$ cat config.mk
export PLATFORM = sky130hd
export DESIGN_NAME = sseg_p2s_flat
export DESIGN_NICKNAME = d
export VERILOG_FILES = /design/src/rtl/sseg_pkg.sv /design/src/rtl/sseg_p2s_if.sv /design/src/rtl/sseg_tick.sv /design/src/rtl/sseg_p2s.sv /design/src/flat_wrapper.sv
export SDC_FILE = /design/constraint.sdc
export NUM_CORES = 1
export LEC_CHECK = 0
export ABC_AREA = 0
export ABC_CLOCK_PERIOD_IN_PS = 5250
export CAP_MARGIN = 20
export CORE_MARGIN = 4
export CORE_UTILIZATION = 55
export DETAILED_ROUTE_END_ITERATION = 10
export MAX_ROUTING_LAYER = met4
export PLACE_DENSITY = 0.84
export SLEW_MARGIN = 20
export SYNTH_ARGS = -nofsm -noshare
export SYNTH_HDL_FRONTEND = slang
export SYNTH_SLANG_ARGS = --single-unit
$ cat constraint.sdc
create_clock -name clk -period 5.25 [get_ports clk]
set_input_delay 1.575 -clock clk [delete_from_list [all_inputs] [get_ports clk]]
set_output_delay 1.575 -clock clk [all_outputs]
set_load 0.1 [all_outputs]
$ cat src/rtl/sseg_pkg.sv
// Shared types and constants for the seven-segment serial display transmitter.
package sseg_pkg;
    localparam int SSEG_FRAME_W = 64;

    typedef enum logic [1:0] {
        IDLE  = 2'd0,
        LO    = 2'd1,
        HI    = 2'd2,
        LATCH = 2'd3
    } state_t;
endpackage

$ cat src/rtl/sseg_p2s_if.sv
// Frame handshake between the segment-mapping stage (master) and the transmitter (slave).
interface sseg_p2s_if
    import sseg_pkg::*;
#(
    parameter int WIDTH = SSEG_FRAME_W
);
    logic             start;
    logic [WIDTH-1:0] par_data;
    logic             ready;
    logic             done;

    modport master (output start, output par_data, input ready, input done);
    modport slave  (input start, input par_data, output ready, output done);
endinterface

$ cat src/rtl/sseg_tick.sv
// Clock-enable counter: tick_end marks the last clk cycle of each DIV-cycle s_clk phase.
module sseg_tick
    import sseg_pkg::*;
#(
    parameter int DIV = 2
) (
    input  logic clk,
    input  logic rst_n,
    input  logic clr,
    input  logic en,
    output logic tick_end
);
    localparam int CW = (DIV > 1) ? $clog2(DIV) : 1;

    logic [CW-1:0] cnt;

    always_ff @(posedge clk) begin
        if (!rst_n || clr) begin
            cnt <= '0;
        end else if (en) begin
            cnt <= tick_end ? '0 : cnt + CW'(1);
        end
    end

    assign tick_end = (cnt == CW'(DIV - 1));
endmodule

$ cat src/rtl/sseg_p2s.sv
// Parallel-to-serial transmitter for the daisy-chained shift-register display:
// shifts a frame out MSB-first on a divided s_clk, then pulses the latch strobe.
module sseg_p2s
    import sseg_pkg::*;
#(
    parameter int WIDTH = SSEG_FRAME_W,
    parameter int DIV   = 2
) (
    input  logic       clk,
    input  logic       rst_n,
    sseg_p2s_if.slave  bus,
    output logic       s_clk,
    output logic       s_data,
    output logic       s_ld,
    output logic       s_clr_n
);
    localparam int BW = $clog2(WIDTH);

    state_t           state, nxt_state;
    logic [WIDTH-1:0] shreg, nxt_shreg;
    logic [BW-1:0]    bitcnt, nxt_bitcnt;
    logic             ready_r, done_r;
    logic             nxt_ready, nxt_done, nxt_s_clk, nxt_s_data, nxt_s_ld;
    logic             accept, tick_end;

    sseg_tick #(.DIV(DIV)) u_tick (
        .clk      (clk),
        .rst_n    (rst_n),
        .clr      (accept),
        .en       (state != IDLE),
        .tick_end (tick_end)
    );

    // Next values are computed for every output so that all pins leave a flop.
    always_comb begin
        nxt_state  = state;
        nxt_shreg  = shreg;
        nxt_bitcnt = bitcnt;
        nxt_ready  = ready_r;
        nxt_done   = 1'b0;
        nxt_s_clk  = s_clk;
        nxt_s_data = s_data;
        nxt_s_ld   = s_ld;
        accept     = 1'b0;
        case (state)
            IDLE: begin
                nxt_ready = 1'b1;
                if (ready_r && bus.start) begin
                    accept     = 1'b1;
                    nxt_state  = LO;
                    nxt_shreg  = bus.par_data;
                    nxt_bitcnt = BW'(WIDTH - 1);
                    nxt_ready  = 1'b0;
                    nxt_s_clk  = 1'b0;
                    nxt_s_data = bus.par_data[WIDTH-1];
                end
            end
            LO: begin
                if (tick_end) begin
                    nxt_state = HI;
                    nxt_s_clk = 1'b1;
                end
            end
            HI: begin
                if (tick_end) begin
                    nxt_s_clk = 1'b0;
                    if (bitcnt == '0) begin
                        nxt_state  = LATCH;
                        nxt_s_ld   = 1'b1;
                        nxt_s_data = 1'b0;
                    end else begin
                        // Next bit appears on the falling edge, giving a full LO phase of setup.
                        nxt_state  = LO;
                        nxt_shreg  = {shreg[WIDTH-2:0], 1'b0};
                        nxt_s_data = shreg[WIDTH-2];
                        nxt_bitcnt = bitcnt - BW'(1);
                    end
                end
            end
            LATCH: begin
                if (tick_end) begin
                    nxt_state = IDLE;
                    nxt_s_ld  = 1'b0;
                    nxt_done  = 1'b1;
                    nxt_ready = 1'b1;
                end
            end
            default: nxt_state = IDLE;
        endcase
    end

    always_ff @(posedge clk) begin
        if (!rst_n) begin
            state   <= IDLE;
            shreg   <= '0;
            bitcnt  <= '0;
            ready_r <= 1'b0;
            done_r  <= 1'b0;
            s_clk   <= 1'b0;
            s_data  <= 1'b0;
            s_ld    <= 1'b0;
            s_clr_n <= 1'b0;
        end else begin
            state   <= nxt_state;
            shreg   <= nxt_shreg;
            bitcnt  <= nxt_bitcnt;
            ready_r <= nxt_ready;
            done_r  <= nxt_done;
            s_clk   <= nxt_s_clk;
            s_data  <= nxt_s_data;
            s_ld    <= nxt_s_ld;
            s_clr_n <= 1'b1;
        end
    end

    assign bus.ready = ready_r;
    assign bus.done  = done_r;
endmodule
$ cat src/flat_wrapper.sv
// flat-port wrapper written by rule: the top's interface ports become plain ports
module sseg_p2s_flat import sseg_pkg::*;
#(
    parameter int WIDTH = SSEG_FRAME_W,
    parameter int DIV   = 2
)
  (clk, rst_n, s_clk, s_data, s_ld, s_clr_n, bus_start, bus_par_data, bus_ready, bus_done);
  sseg_p2s_if #(.WIDTH(WIDTH)) bus_i ();
  input  logic clk;
  input  logic rst_n;
  output logic s_clk;
  output logic s_data;
  output logic s_ld;
  output logic s_clr_n;
  input wire logic [$bits(bus_i.start)-1:0] bus_start;
  input wire logic [$bits(bus_i.par_data)-1:0] bus_par_data;
  output wire logic [$bits(bus_i.ready)-1:0] bus_ready;
  output wire logic [$bits(bus_i.done)-1:0] bus_done;
  assign bus_i.start = bus_start;
  assign bus_i.par_data = bus_par_data;
  assign bus_ready = bus_i.ready;
  assign bus_done = bus_i.done;
  sseg_p2s #(.WIDTH(WIDTH), .DIV(DIV)) u_core (.clk(clk), .rst_n(rst_n), .bus(bus_i), .s_clk(s_clk), .s_data(s_data), .s_ld(s_ld), .s_clr_n(s_clr_n));
endmodule
# After elaboration in Yosys (flattened, before gate mapping)
# Index checks and enable logic that the tools add are counted.
dict set report totals {
  word_cells 70
  out_inout_bits 6
  in_bits 67
  reg_bits 78
}
dict set report classes {
  n_addsub 2
  n_eq_ne 9
  reduce_logical 17
  mux 32
}
# operator n
set ops {}
lappend ops {{two-way mux 63 bit} 3}
lappend ops {{case mux 63 bit (2 select lines)} 1}
lappend ops {{two-way mux 6 bit} 3}
lappend ops {{AND reduction 4 bit} 4}
lappend ops {{two-way mux 1 bit} 14}
lappend ops {{case mux 6 bit (2 select lines)} 1}
lappend ops {{two-way mux 2 bit} 5}
lappend ops {{!= test 2 bit (second input constant)} 4}
lappend ops {{case mux 2 bit (4 select lines)} 1}
lappend ops {{nonzero test 2 bit} 4}
lappend ops {{logical NOT 6 bit} 1}
lappend ops {{case mux 1 bit (2 select lines)} 3}
lappend ops {{subtractor 6 x 1 -> 6 bit (second input constant)} 1}
lappend ops {{== test 2 bit (second input constant)} 2}
lappend ops {{!= test 2 x 1 -> 1 bit (second input constant)} 2}
lappend ops {{AND reduction 2 bit} 2}
lappend ops {{case mux 1 bit (3 select lines)} 1}
lappend ops {{AND reduction 3 bit} 1}
lappend ops {{nonzero test 3 bit} 1}
lappend ops {{== test 2 x 1 -> 1 bit (second input constant)} 1}
lappend ops {{logical NOT 2 bit} 1}
lappend ops {{adder 1 bit (second input constant)} 1}
lappend ops {{logical AND 1 bit} 1}
lappend ops {{logical NOT 1 bit} 1}
lappend ops {{logical OR 1 bit} 1}

# Logic depth before layout (Yosys ltp)
dict set report logic_depth {
  depth_word 4
  depth_mapped 9
  depth_no_buf 6
}

# Hierarchy
# From an unflattened synthesis, not the netlist that was laid out.
dict set report unflattened {
  cells_unflattened 300
  hier_area_um2 2997.9
}
# module instances seq_area_each_um2 cells_per_inst area_per_inst_um2
set modules_own_cells {}
lappend modules_own_cells {sseg_p2s 1 1541.5 297 2956.6}
lappend modules_own_cells {sseg_tick 1 20.0 3 41.3}

# Worst setup path after synthesis
# Ideal clock, no wire load.
dict set report synth_path {
  path_type {input -> register}
  from {in bus_start}
  to {reg u_core.shreg[10]}
  setup_time_ns 0.142
  stages 4
  required_time_ns 5.108
  arrival_ns 2.456
  path_buffers 1
  setup_slack_ns 2.652
  path_cell_list {a31oi_1 > a21oi_2 > clkbuf_1 > a311oi_1}
}
dict set report synth_between {
  elab_chain_cells 3
}
# item line
set synth_lines {}
lappend synth_lines {{start: declaration} flat_wrapper.sv:15} ;# input wire logic [$bits(bus_i.start)-1:0] bus_start;
lappend synth_lines {{logical AND 1 bit} sseg_p2s.sv:48} ;# if (ready_r && bus.start) begin
lappend synth_lines {{!= test 2 x 1 -> 1 bit (no source line)} -}
lappend synth_lines {{AND reduction 4 bit (no source line)} -}
lappend synth_lines {{end signal: assignment} sseg_p2s.sv:105} ;# shreg <= nxt_shreg;
lappend synth_lines {{end: declaration} sseg_p2s.sv:20} ;# logic [WIDTH-1:0] shreg, nxt_shreg;
# Every way passes these cells.
# A chain may end at the register's enable or synchronous reset.

# Worst setup path after layout
dict set report layout_path {
  from {reg u_core.ready_r (netlist: u_core.bus.ready)}
  to {out bus_ready}
}
# item line
set layout_rtl {}
lappend layout_rtl {{start: declaration} sseg_p2s.sv:22} ;# logic ready_r, done_r;
lappend layout_rtl {{start signal: assignment} sseg_p2s.sv:107} ;# ready_r <= nxt_ready;
lappend layout_rtl {{end: declaration} flat_wrapper.sv:17} ;# output wire logic [$bits(bus_i.ready)-1:0] bus_ready;
# No word-level cell between the ends.

==> summary.txt <==
Status
  – Status: complete, no violations

Synthesis
  – Seq/Total Area, Yosys: around 45%
  – Synth Warn #: 0
  – Distinct cells, synth: 33
  – Post-Synthesis Cells: approximately 440
  – Mean area per synthesized cell: 7.962 µm²
  – Post-synth EDFFs: 0
  – Syn Std Cell Area: approximately 0.0035 mm²
  – Synthesized flop and latch total: 78
  – Synth Net Count: 505
  – Fraction of registers with async set/reset: 0%
  – Ys flop type: dfxtp_1

Timing
  – Crit path time final: 3.521 ns
  – RSZ-0062 raised after global routing: no
  – Final Hold Violating Endpoints: 0
  – Crit share post-route: 67.06%
  – TNS Setup: 0 ns
  – Final Max Slew Viols: 0
  – Rel. slew slack: 34.83%
  – Final setup fails: 0
  – Worst slew pin tran: roughly 0.97 ns
  – Max Clock Skew: 0.004873 ns
  – Maximum clock frequency: between 0.2 and 0.3 GHz

Place
  – I/O Buffers: just over 70
  – Detail Placement HPWL: ~5100 µm
  – DP Area: approximately 0.0042 mm²
  – Final GP Congestion: just under 0.8

Setup path
  – Max incr delay on CP: between 1 and 1.5 ns
  – CP required: 3.68 ns
  – Reg2Reg Depth: 5
  – WP buf/inv: 1
  – Arrival @ worst endpoint: between 1.5 and 2 ns
  – FF-to-FF setup slack: about 2.8 ns
  – CP top delay family: buffers and inverters
  – Reg2reg end: u_core.shreg[60]$_SDFFE_PN0P_
  – CP Launch Point: u_core.bus.ready$_SDFFE_PN0P_
  – Crit Reg-Reg Startpoint: u_core.state[0]$_SDFFE_PN0P_
  – Cell Chain, Critical Path: clkdlybuf4s50_1
  – Crit end category: output port
  – Setup crit start kind: flip-flop
  – CP Max Fanout: 6
  – Crit-path slowest cell: clkdlybuf4s50_1
  – Kind of critical path: flip-flop to output port

Floorplanning
  – Top Ports: 73
  – Die ar.: 0.007663 mm²
  – Die width: 87.54 µm
  – Initial Util: 57.75%
  – Die Ht: between 80 and 90 µm
  – Rows: 28
  – Core footprint: 0.006026 mm²

Clock network
  – Post-CTS Resized: 0
  – H-tree depth: 3
  – Worst skew pair latency: around 0.35 ns
  – Clock tree buffer depth: 2
  – Total setup buffers inserted after CTS: 0
  – Cts bufs inserted: 9
  – CTS tree: yes
  – Hold buffer count at cts: 0
  – CTS clk-pin slew, worst paths: roughly 0.070 ns
  – Clock sink count: between 70 and 80
  – Clock root cell: clkbuf_8

Finish
  – Synthesis-to-layout area growth: 24.45%
  – Register area: roughly 0.0016 mm²
  – Layout cells sized above 1: under 10%
  – Design area: approximately 0.0043 mm²
  – Area of the multi-input gates: around 0.0017 mm²
  – # diodes: 0
  – Total Nets Final: roughly 550
  – Filler cells: roughly 500
  – Finished Core Util: 71.86%

GRT
  – GR Overflow Total: 0
  – Largest net degree at the start of global routing: between 70 and 80
  – All-Layer GR Usage: 23.58%
  – Vias in the first global route: roughly 3,100
  – Initial antenna violation count: 0
  – First-pass GRT wire length: ~14,000 µm

Power
  – Leakage power total: 1.535 nW
  – VDD IR max: between 0.2 and 0.25 mV
  – Flop pwr share: 50.9%
  – Clk pwr share: between 30% and 40%
  – P_sw: about 360 µW
  – Internal: around 1000 µW
  – Power Density: 308.6 mW/mm²
  – Combinational share of power: 18.0%
  – Sw frac: 27.17%

Flow run
  – Max cap viols: 0

Hold path
  – Hold Path Class: flip-flop to flip-flop
  – Hold_sp: u_core.shreg[22]$_SDFFE_PN0P_
  – Min-Delay Endpoint: u_core.shreg[23]$_SDFFE_PN0P_
  – Worst hold path depth: 2

Detailed routing
  – First-pass DRT Iterations: 5
  – Vias per cell: around 6.1
  – DR WL/cell: roughly 15 µm
  – DRC Markers: 0
  – Iter 0 DRT Violations: around 360
  – Antenna-violating nets left: 0
  – Drt total wl: about 8500 µm
  – Vias: 3,390
synthesized netlist by cell type, drive strengths merged, types with 2 or more instances:
| cell type | n | share of area, % |
|---|---|---|
| nand2 | 129 | 14 |
| dfxtp | 78 | 45 |
| a21oi | 70 | 10 |
| a311oi | 66 | 17 |
| clkbuf | 32 | 3.5 |
| buf | 14 | 2.3 |
| a31oi | 7 | 1.3 |
| nor3 | 6 | 1.0 |
| inv | 4 | 0.43 |
| nand2b | 4 | 0.72 |
| nor2 | 3 | 0.32 |
| o21ai | 3 | 0.43 |
| and2 | 2 | 0.36 |
| nand3 | 2 | 0.29 |
| nor2b | 2 | 0.36 |
| nor4 | 2 | 0.36 |
layout by cell type (no fill, tap or decap), types with 2 or more instances in the layout:
cell and n:
nand2_1 129, dfxtp_1 78, clkdlybuf4s50_1 72, a21oi_1 69, a311oi_1 66, clkbuf_8 9
a31oi_1 7, buf_4 6, nor3_1 5, inv_1 3, nor2_1 3, nand2b_1 3
o21ai_0 3, clkbuf_1 3, nand3_1 2, nor4_1 2, and2_1 2
routing by layer:
layer,up-vias,part of all wire [%],GRT usage [%]
li1,1677,-,-
met1,1581,45,30.29
met2,122,47,36.44
met3,10,7.1,5.833
met4,0,1.2,7.671
met5,-,0,-
worst max-delay path by stage:
stage                                          to  cells past startpoint
CTS                                     bus_ready                      1
global route        u_core.shreg[27]$_SDFFE_PN0P_                      5
global placement    u_core.shreg[28]$_SDFFE_PN0P_                      5
detailed placement  u_core.shreg[44]$_SDFFE_PN0P_                      5
floorplan           u_core.shreg[10]$_SDFFE_PN0P_                      4
finish                                  bus_ready                      1
state kept, by name, indices dropped and copies added, names as in the netlist:
signal	flops
u_core.bus.done	1
u_core.bitcnt	6
u_core.shreg	63
u_core.bus.ready	1
u_core.s_data	1
u_core.s_ld	1
u_core.state	2
u_core.s_clr_n	1
u_core.s_clk	1
u_core.u_tick.tick_end	1
power groups by stage:
stage / registers [mW] / logic (mW) / clock network (mW)
after floorplan: 0.698 / 0.142 / 0
after global placement: 0.689 / 0.231 / 0
after detailed placement: 0.691 / 0.238 / 0
after CTS: 0.678 / 0.239 / 0.421
after global routing: 0.686 / 0.267 / 0.447
final: 0.680 / 0.240 / 0.417
metrics by stage:
step | hold WS (ns) | setup slack (ns) | power [mW] | cells
2_1_floorplan | 0.4526 | 2.652 | 0.8402 | 437
3_3_place_gp | 0.4612 | 1.524 | 0.9202 | 544
3_5_place_dp | 0.4660 | 1.477 | 0.9283 | 544
4_1_cts | 0.4713 | 1.740 | 1.338 | 558
5_1_grt | 0.4958 | 1.657 | 1.399 | 558
6_report | 0.4727 | 1.729 | 1.336 | 558
cell type report:
class	count	area share, %
Sequential cell	78	36.06
Multi-Input combinational cell	309	39.82
Timing Repair Buffer	78	17.68
Clock inverter	2	0.8090
Tap cell	75	2.167
Inverter	4	0.3467
Clock buffer	12	3.120
cell families after synthesis:
| group | share of synthesized area (%) |
|---|---|
| buffers and inverters | 6.185 |
| AO/OA/AOI/OAI | 29.92 |
| AND/OR/NAND/NOR | 18.66 |
| flip-flops | 44.88 |
| adder cells (fa/ha/maj) | 0.3595 |
Note: power is estimated with default switching activity, not from simulation.
